[config.mk]
export PLATFORM = sky130hd
export DESIGN_NAME = addsub_pipe
export DESIGN_NICKNAME = d
export VERILOG_FILES = /design/src/rtl/addsub_pipe_pkg.sv /design/src/rtl/addsub_stage.sv /design/src/rtl/addsub_pipe.sv
export SDC_FILE = /design/constraint.sdc
export NUM_CORES = 1
export LEC_CHECK = 0
export ABC_AREA = 1
export BUFFER_PORTS_ARGS = -buffer_cell sky130_fd_sc_hd__buf_2
export CELL_PAD_IN_SITES_DETAIL_PLACEMENT = 1
export CELL_PAD_IN_SITES_GLOBAL_PLACEMENT = 1
export CORE_UTILIZATION = 45
export DETAILED_ROUTE_END_ITERATION = 7
export PLACE_DENSITY = 0.82
export SYNTH_ARGS = -nofsm -noshare
export SYNTH_HDL_FRONTEND = slang
export SYNTH_SLANG_ARGS = --single-unit
[constraint.sdc]
create_clock -name clk -period 7.1 [get_ports clk]
set_input_delay 0.71 -clock clk [delete_from_list [all_inputs] [get_ports clk]]
set_output_delay 0.71 -clock clk [all_outputs]
set_load 0.1 [all_outputs]
[src/rtl/addsub_pipe_pkg.sv]
// addsub_pipe_pkg: shared types and helpers for the pipelined adder/subtractor.
//   beat_ctl_t   - per-beat control bits that travel down the pipe with the data
//   sat_kind_e   - which saturation constant applies to an overflowing beat
//   cfg_legal()  - WIDTH/STAGES legality check used at elaboration
//   sat_kind()   - selects the saturation constant from the beat's mode bits
package addsub_pipe_pkg;

   typedef struct packed {
      logic sub;   // 1: a - b
      logic sgn;   // 1: signed overflow rules
      logic sat;   // 1: saturate on overflow
      logic amsb;  // MSB of operand a, picks the signed saturation direction
   } beat_ctl_t;

   typedef enum logic [1:0] {
      SAT_MAX_POS,  // 0x7F..F
      SAT_MIN_NEG,  // 0x80..0
      SAT_ONES,     // all ones
      SAT_ZERO      // all zeros
   } sat_kind_e;

   function automatic logic cfg_legal(input int unsigned width, input int unsigned stages);
      return (stages != 0) && (width >= stages) && ((width % stages) == 0);
   endfunction

   function automatic sat_kind_e sat_kind(input logic sgn, input logic sub, input logic amsb);
      if (sgn) return amsb ? SAT_MIN_NEG : SAT_MAX_POS;
      return sub ? SAT_ZERO : SAT_ONES;
   endfunction

endpackage

[src/rtl/addsub_stage.sv]
// addsub_stage: one chunk of the carry-pipelined adder.
//   a_i, b_i  - chunk operands (b already inverted for subtraction)
//   c_i       - carry into the chunk
//   s_o       - chunk sum
//   c_o       - carry out of the chunk MSB
//   cmsb_o    - carry into the chunk MSB (used by the last chunk for signed overflow)
module addsub_stage #(
   parameter int unsigned CW = 8
) (
   input  logic [CW-1:0] a_i,
   input  logic [CW-1:0] b_i,
   input  logic          c_i,
   output logic [CW-1:0] s_o,
   output logic          c_o,
   output logic          cmsb_o
);

   always_comb begin
      {c_o, s_o} = {1'b0, a_i} + {1'b0, b_i} + {{CW{1'b0}}, c_i};
      // sum bit = a ^ b ^ carry_in, so the carry into the MSB falls out directly
      cmsb_o     = a_i[CW-1] ^ b_i[CW-1] ^ s_o[CW-1];
   end

endmodule

[src/rtl/addsub_pipe.sv]
// addsub_pipe: pipelined add/subtract with valid/ready handshake on both sides,
// signed/unsigned overflow flags and optional saturation.
//   clk, rst              - clock, synchronous active-high reset
//   in_valid/in_ready     - input handshake; a, b, sub, sgn, sat are the beat
//   out_valid/out_ready   - output handshake
//   s                     - result (saturated when sat=1 and overflow)
//   out_carry, out_ovf    - raw carry out of MSB, overflow per mode
//   out_zero              - s == 0 after saturation
// Stage i adds chunk i of WIDTH/STAGES bits; the last chunk is added and
// saturated straight into the output registers, giving a latency of STAGES.
// The whole pipe freezes while the output is stalled, so bubbles are kept.
module addsub_pipe
   import addsub_pipe_pkg::*;
#(
   parameter int unsigned WIDTH  = 32,
   parameter int unsigned STAGES = 4
) (
   input  logic             clk,
   input  logic             rst,
   input  logic             in_valid,
   output logic             in_ready,
   input  logic [WIDTH-1:0] a,
   input  logic [WIDTH-1:0] b,
   input  logic             sub,
   input  logic             sgn,
   input  logic             sat,
   output logic             out_valid,
   input  logic             out_ready,
   output logic [WIDTH-1:0] s,
   output logic             out_carry,
   output logic             out_ovf,
   output logic             out_zero
);

   if (!cfg_legal(WIDTH, STAGES)) begin : g_bad_cfg
      $error("addsub_pipe: WIDTH (%0d) must be a non-zero multiple of STAGES (%0d)", WIDTH, STAGES);
   end

   localparam int unsigned CW   = (STAGES == 0) ? WIDTH : WIDTH / STAGES;
   localparam int unsigned LAST = (STAGES == 0) ? 0 : STAGES - 1;

   // pipe register i holds the beat whose chunk i is being added this cycle
   logic             v_q   [STAGES];
   logic             v_d   [STAGES];
   logic [WIDTH-1:0] a_q   [STAGES];
   logic [WIDTH-1:0] a_d   [STAGES];
   logic [WIDTH-1:0] b_q   [STAGES];
   logic [WIDTH-1:0] b_d   [STAGES];
   logic [WIDTH-1:0] p_q   [STAGES];  // partial sum, chunks below i valid
   logic [WIDTH-1:0] p_d   [STAGES];
   logic             c_q   [STAGES];
   logic             c_d   [STAGES];
   beat_ctl_t        ctl_q [STAGES];
   beat_ctl_t        ctl_d [STAGES];

   logic [CW-1:0]    sum_w  [STAGES];
   logic             cout_w [STAGES];
   logic             cmsb_w [STAGES];

   logic             out_valid_q;
   logic [WIDTH-1:0] s_q, s_d;
   logic             carry_q, carry_d;
   logic             ovf_q, ovf_d;
   logic             zero_q, zero_d;
   logic             stall;

   assign stall     = out_valid_q && !out_ready;
   assign in_ready  = !stall;
   assign out_valid = out_valid_q;
   assign s         = s_q;
   assign out_carry = carry_q;
   assign out_ovf   = ovf_q;
   assign out_zero  = zero_q;

   for (genvar i = 0; i < STAGES; i++) begin : g_stage
      addsub_stage #(.CW(CW)) u_stage (
         .a_i    (a_q[i][i*CW +: CW]),
         .b_i    (b_q[i][i*CW +: CW]),
         .c_i    (c_q[i]),
         .s_o    (sum_w[i]),
         .c_o    (cout_w[i]),
         .cmsb_o (cmsb_w[i])
      );
   end

   always_comb begin
      v_d[0]   = in_valid;
      a_d[0]   = a;
      b_d[0]   = sub ? ~b : b;
      p_d[0]   = '0;
      c_d[0]   = sub;  // the +1 of a + ~b + 1
      ctl_d[0] = '{sub: sub, sgn: sgn, sat: sat, amsb: a[WIDTH-1]};
      for (int unsigned i = 1; i < STAGES; i++) begin
         v_d[i]                  = v_q[i-1];
         a_d[i]                  = a_q[i-1];
         b_d[i]                  = b_q[i-1];
         p_d[i]                  = p_q[i-1];
         p_d[i][(i-1)*CW +: CW]  = sum_w[i-1];
         c_d[i]                  = cout_w[i-1];
         ctl_d[i]                = ctl_q[i-1];
      end
   end

   // final stage: assemble the full sum, derive flags, then saturate
   always_comb begin
      s_d                   = p_q[LAST];
      s_d[LAST*CW +: CW]    = sum_w[LAST];
      carry_d               = cout_w[LAST];
      if (ctl_q[LAST].sgn) ovf_d = cmsb_w[LAST] ^ cout_w[LAST];
      else                 ovf_d = ctl_q[LAST].sub ? !cout_w[LAST] : cout_w[LAST];
      if (ctl_q[LAST].sat && ovf_d) begin
         unique case (sat_kind(ctl_q[LAST].sgn, ctl_q[LAST].sub, ctl_q[LAST].amsb))
            SAT_MAX_POS: s_d = {1'b0, {(WIDTH-1){1'b1}}};
            SAT_MIN_NEG: s_d = {1'b1, {(WIDTH-1){1'b0}}};
            SAT_ONES:    s_d = '1;
            default:     s_d = '0;
         endcase
      end
      zero_d = (s_d == '0);
   end

   always_ff @(posedge clk) begin
      if (rst) begin
         for (int unsigned i = 0; i < STAGES; i++) v_q[i] <= 1'b0;
         out_valid_q <= 1'b0;
         s_q         <= '0;
         carry_q     <= 1'b0;
         ovf_q       <= 1'b0;
         zero_q      <= 1'b0;
      end else if (!stall) begin
         v_q         <= v_d;
         out_valid_q <= v_q[LAST];
         if (v_q[LAST]) begin
            s_q     <= s_d;
            carry_q <= carry_d;
            ovf_q   <= ovf_d;
            zero_q  <= zero_d;
         end
      end
   end

   // payload registers need no reset: their valid bits gate them
   always_ff @(posedge clk) begin
      if (!stall) begin
         a_q   <= a_d;
         b_q   <= b_d;
         p_q   <= p_d;
         c_q   <= c_d;
         ctl_q <= ctl_d;
      end
   end

endmodule

==> impl_metrics.toml, run 1 <==
[layout]
area_growth_pct = 16.4
post-route-util = 0.535
diodes = 0
drive_gt1_frac = 0.187
fin_area_um2 = 11700
nets = 913
fin_cells = 1107

[placement]
port_buffers = 107
post-dp-hpwl_mm = 12.8
gp_congestion = 0.780
placed_cell_area_um2 = 10900
placed_cells = 1057

[route]
drtPass1Iterations = 5
num_vias = 5455
viasPerCell = 4.93
drc = 0
wl_per_cell_um = 16.7
drtIter0Drc = 237
finalWirelength_mm = 18.5
ant_nets = 0

[clock_tree]
cts_buffer_depth = 3
cts_setup_buffers = 0
cts-root-buf = "clkbuf_16"
clkTransAtPathRegs_ps = 60
clk_latency_ps = 530
cts_tree = "yes"
postCtsHoldBufs = 0
htreeDepth = 1
cts_sinks = 263
numCtsBuffers = 27
post_cts_resized = 0

[grt]
grt_overflow = 0
antenna_found_initial = 0
track_usage = 0.163
grt_pass1_vias = 5585
grt_max_degree = 145
grt_pass1_wl_mm = 28.8

[synthesis]
yosysWarnings = 0
synth_edf_count = 223
synth_area_per_cell_um2 = 14.6
synth-seq-cells = 263
netlist_top_cells_area = "edfxtp_1, dfxtp_1, xor2_1"
synthArstFlopShare = 0
synth_ff_type = "edfxtp_1"
syn_nets = 795
synth_top_area_frac = 0.665
synth_common_cells = "edfxtp_1, inv_1, nand2_1"
synth_top_area_cell = "edfxtp_1"
ys_seq_area_frac = 0.744
yosysMostFrequentCell = "edfxtp_1"
yosysUniqueCellTypes = 30
synthesis.area_um2 = 10100
synthCells = 688

[critical_path]
end_kind = "primary output"
worstSetupPathType = "flip-flop to primary output"
critPathMaxFanout = 144
max_stage_delay_ps = 590
critPathArrivalTime_ps = 2530
crit_buf_inv = 3
crit_chain = "inv_1, nor2_1, inv_8, buf_2"
cp_slowest_cell = "nor2_1"
cp-startpoint = "out_valid"
regToRegStartpoint = "a_q[24]"
start_kind = "flip-flop"
cp.required_ps = 6390
critical_path.top_delay_family = "buffers and inverters"

[timing]
tns_ps = 0
worst_slew_pin_slew_ps = 1010
report.final.setup_viol = 0
final-max-slew-violation-count = 0
max_freq_ghz = 0.309
fin_skew_ps = 16.3
period_minus_slack_ps = 3240
min_period_over_period = 0.456
slew_headroom = 0.322
hold_viol_final = 0
rsz0062_at_grt = "no"

[die]
placementRows = 54
ios = 108
core_area_um2 = 21900
die_h_um = 152
die_w_um = 152
die_area_um2 = 23000
start_util = 0.460

[min_path]
hold_start = "a[19]"
hp-class = "input pin to flip-flop"

[pwr]
p_comb_frac = 0.121
sequentialPowerShare = 0.533
switching_share = 0.251
fin_total_pwr_w = 0.00382
p_int_w = 0.00286
p_sw_w = 0.000961
leakage_nw = 5.08
vdd_ir_drop_max_mv = 0.164
p_clk_frac = 0.345
powerDensity_nw_per_um2 = 326

[flow_run]
drv_cap = 0

[run_status]
status = "completed"
-- power groups by stage --
stage               Clock [W]  Combinational, W  Sequential, W
global placement            0          0.000437        0.00205
CTS                   0.00136          0.000472        0.00204
global route          0.00141          0.000520        0.00206
finish                0.00132          0.000464        0.00204
detailed placement          0          0.000467        0.00207
floorplan                   0          0.000292        0.00207
-- state kept, by name, indices dropped and copies added, names as in the netlist --
name / count
c_q: 3
b_d: 72
v_d: 3
out_zero: 1
ctl_d: 9
ctl_q: 3
out_valid: 1
a_q: 8
a_d: 72
out_carry: 1
v_q: 1
p_q: 24
s: 32
out_ovf: 1
b_q: 8
p_d: 24
-- worst register-to-register path, stage by stage (launching register included) --
cell	delay [ps]
edfxtp_1	400
fa_1	490
inv_1	110
fa_1	220
nand3b_1	140
nand2_2	100
a21oi_4	170
inv_1	70
nand2_2	90
nand3_2	530
nand2_1	280
nand2_1	70
nor2_1	150
nand2_1	70
nor2_1	80
nand3_1	70
a21oi_1	140
-- stage by stage --
stage	setup WS (ps)	hold slack, ps
floorplan	585	400
global placement	4050	401
detailed placement	3860	405
CTS	3840	325
global route	3630	331
finish	3860	352
-- per-layer routing --
| metal | global-route usage | wire length [µm] | vias to the layer above | share of wire |
|---|---|---|---|---|
| met5 | 0 | 0 | - | 0 |
| met4 | 0.0550 | 402 | 0 | 0.022 |
| met3 | 0.0281 | 873 | 36 | 0.047 |
| met2 | 0.279 | 9000 | 141 | 0.49 |
| met1 | 0.211 | 8240 | 2622 | 0.45 |
| li1 | - | - | 2656 | - |
-- cell usage in the layout, fill, tap and decap left out, types with 4 or more instances in the layout --
master and instances:
nand3_1 40, o211ai_1 31, clkbuf_1 5, buf_2 107, edfxtp_1 223, xor2_1 54
o21ai_0 14, clkbuf_16 27, nand2_1 74, clkinv_1 10, fa_1 8, nand2_2 4
o41ai_1 5, a21oi_1 24, dfxtp_1 40, nor2_1 28, clkinv_2 6, inv_1 77
ha_1 28
-- cell type report --
class	instances	area, µm²
fill	2206	10200
sequential	263	7500
multi-input combinational	325	2180
clock buffer	32	694
timing repair buffer	110	558
tap	280	350
inverter	79	304
clock inverter	18	133
-- final timing paths --
check / slack (ps) / cells after the start / to
hold / removal: 350 / 1 / a_d[83]
setup reg to reg: 3870 / 16 / out_zero
hold reg to reg: 410 / 0 / b_d[49]
setup / recovery: 3860 / 4 / in_ready
-- kinds of logic after synthesis --
logic type	Yosys count	share of synthesized area
fa+ha+maj	36	0.0507
compound gates	80	0.0514
xor+xnor	56	0.0487
buf+inv	100	0.0396
flops	263	0.744
simple gates	153	0.0653
No activity file was read; power rests on OpenSTA's default activity.
==> inputs of run 2 (changes only) <==
clock period = 3.3 ns   (was 7.1 ns; I/O delays follow)
==> run 2 against run 1 <==
  * Register-to-register slack lost 3500 ps
  * Sequential share of layout area shrank 2.7 points
  * Largest power group unchanged
  * Design area grew 4.5%
  * Via count grew 2.0%
  * Clock-buffer cell count shrank 1
  * Non-clock buffer count grew 38
  * Hold slack lost 310 ps
  * First-iteration DRC count grew 11%
  * Die area is the same
  * Routed wire length grew 3.4%
  * Global-route usage grew 0.73 points
  * Clock power grew 140%
==> impl_metrics.toml, run 2 (synthesis results as in run 1) <==
[timing]
report.final.setup_viol = 0
rsz0062_at_grt = "no"
max_freq_ghz = 0.342
min_period_over_period = 0.885
fin_skew_ps = 12.8
tns_ps = 0
worst_slew_pin_slew_ps = 1000
slew_headroom = 0.328
setup_slack_ps = 379
hold_viol_final = 0
final-max-slew-violation-count = 0
period_minus_slack_ps = 2920

[route]
drc = 0
wl_per_cell_um = 16.7
viasPerCell = 4.86
finalWirelength_mm = 19.1
ant_nets = 0
drtPass1Iterations = 4
drtIter0Drc = 262
num_vias = 5563

[die]
die_area_um2 = 23000
die_h_um = 152
placementRows = 54
ios = 108
die_w_um = 152
start_util = 0.460
core_area_um2 = 21900

[grt]
antenna_found_initial = 0
grt_pass1_wl_mm = 29.9
track_usage = 0.171
grt_pass1_vias = 5828
grt_overflow = 0
grt_max_degree = 78

[clock_tree]
cts-root-buf = "clkbuf_16"
post_cts_resized = 0
clk_latency_ps = 530
clkTransAtPathRegs_ps = 60
cts_sinks = 263
htreeDepth = 1
cts_tree = "yes"
numCtsBuffers = 27
cts_buffer_depth = 3

[critical_path]
critPathMaxFanout = 32
r2r_end = "out_zero"
critPathArrivalTime_ps = 3390
end_kind = "flip-flop"
start_kind = "flip-flop"
regToRegSetupSlack_ps = 380
cp.required_ps = 3770
worstSetupPathType = "flip-flop to flip-flop"
regToRegStartpoint = "a_q[24]"
reg2regPathDepth = 15

[pwr]
powerDensity_nw_per_um2 = 704
p_comb_frac = 0.121
vdd_ir_drop_max_mv = 0.460
p_int_w = 0.00650
fin_total_pwr_w = 0.00862
p_clk_frac = 0.371
switching_share = 0.246
p_sw_w = 0.00212
sequentialPowerShare = 0.508
leakage_nw = 5.30

[placement]
post-dp-hpwl_mm = 12.7
gp_congestion = 0.795
placed_cell_area_um2 = 11000
port_buffers = 107
post-place-ws_ps = 398

[min_path]
hp-class = "input pin to flip-flop"
hold_end = "out_zero"
hold_start = "rst"
whs_path_depth = 2

[layout]
fin_area_um2 = 12200
fillers = 2171
nets = 951
final_common_cell = "edfxtp_1"
area_growth_pct = 21.5
drive_gt1_frac = 0.193
diodes = 0
post-route-util = 0.559
final_cell_mix = "edfxtp_1, buf_2, inv_1"

[run_status]
status = "completed"

[flow_run]
drv_cap = 0
-- run 2: worst max-delay path by stage --
stage,depth (start not counted),slack [ps],startpoint,end
floorplan,3,-1720,out_valid,a_d[16]
global placement,17,650,a_q[24],out_zero
detailed placement,15,400,a_q[24],out_zero
CTS,15,370,a_q[24],out_zero
global route,15,130,a_q[24],out_zero
finish,15,380,a_q[24],out_zero
-- run 2: final cells by class --
type | count | area [µm²] | share of cell area
repair buffers | 148 | 966 | 0.0789
multi-input cells | 325 | 2190 | 0.179
inverters | 79 | 300 | 0.0245
clock inverters | 18 | 243 | 0.0198
flip-flops and latches | 263 | 7500 | 0.613
well taps | 280 | 350 | 0.0286
clock buffers | 31 | 691 | 0.0564
-- run 2: stage by stage --
step | std cells | hold WS (ps)
3_5_place_dp | 1061 | 406
2_1_floorplan | 688 | 389
6_report | 1144 | 40.2
4_1_cts | 1144 | 14.8
5_1_grt | 1144 | 30.4
3_3_place_gp | 1061 | 401
-- run 2: timing repair --
| item | 4_1_cts | 5_1_grt |
|---|---|---|
| buffers inserted | 0 | 0 |
| hold buffers | 34 | 0 |
| hold endpoints to repair | 34 | 0 |
-- run 2: critical path, stage by stage (launching register included) --
cell	delay, ps
edfxtp_1	400
fa_1	470
inv_1	90
fa_1	240
nand3b_1	160
nand2_2	110
a21oi_4	180
nand3_2	130
nand3_2	150
buf_4	320
nand2_1	120
o21ai_1	130
nand2_1	80
nor2_1	100
nand3_1	90
a21oi_1	120
-- run 2: per-layer routing --
metal	global-route usage	part of all wire	up-vias
li1	-	-	2729
met1	0.212	0.44	2682
met2	0.301	0.49	114
met3	0.0293	0.040	38
met4	0.0579	0.022	0
met5	0	0	-
-- run 2: power by group through the flow --
stage | combinational, W | sequential (W) | clock [W]
4_1_cts | 0.00105 | 0.00438 | 0.00326
2_1_floorplan | 0.000628 | 0.00446 | 0
5_1_grt | 0.00117 | 0.00443 | 0.00336
3_5_place_dp | 0.00100 | 0.00445 | 0
6_report | 0.00104 | 0.00438 | 0.00319
3_3_place_gp | 0.000937 | 0.00442 | 0
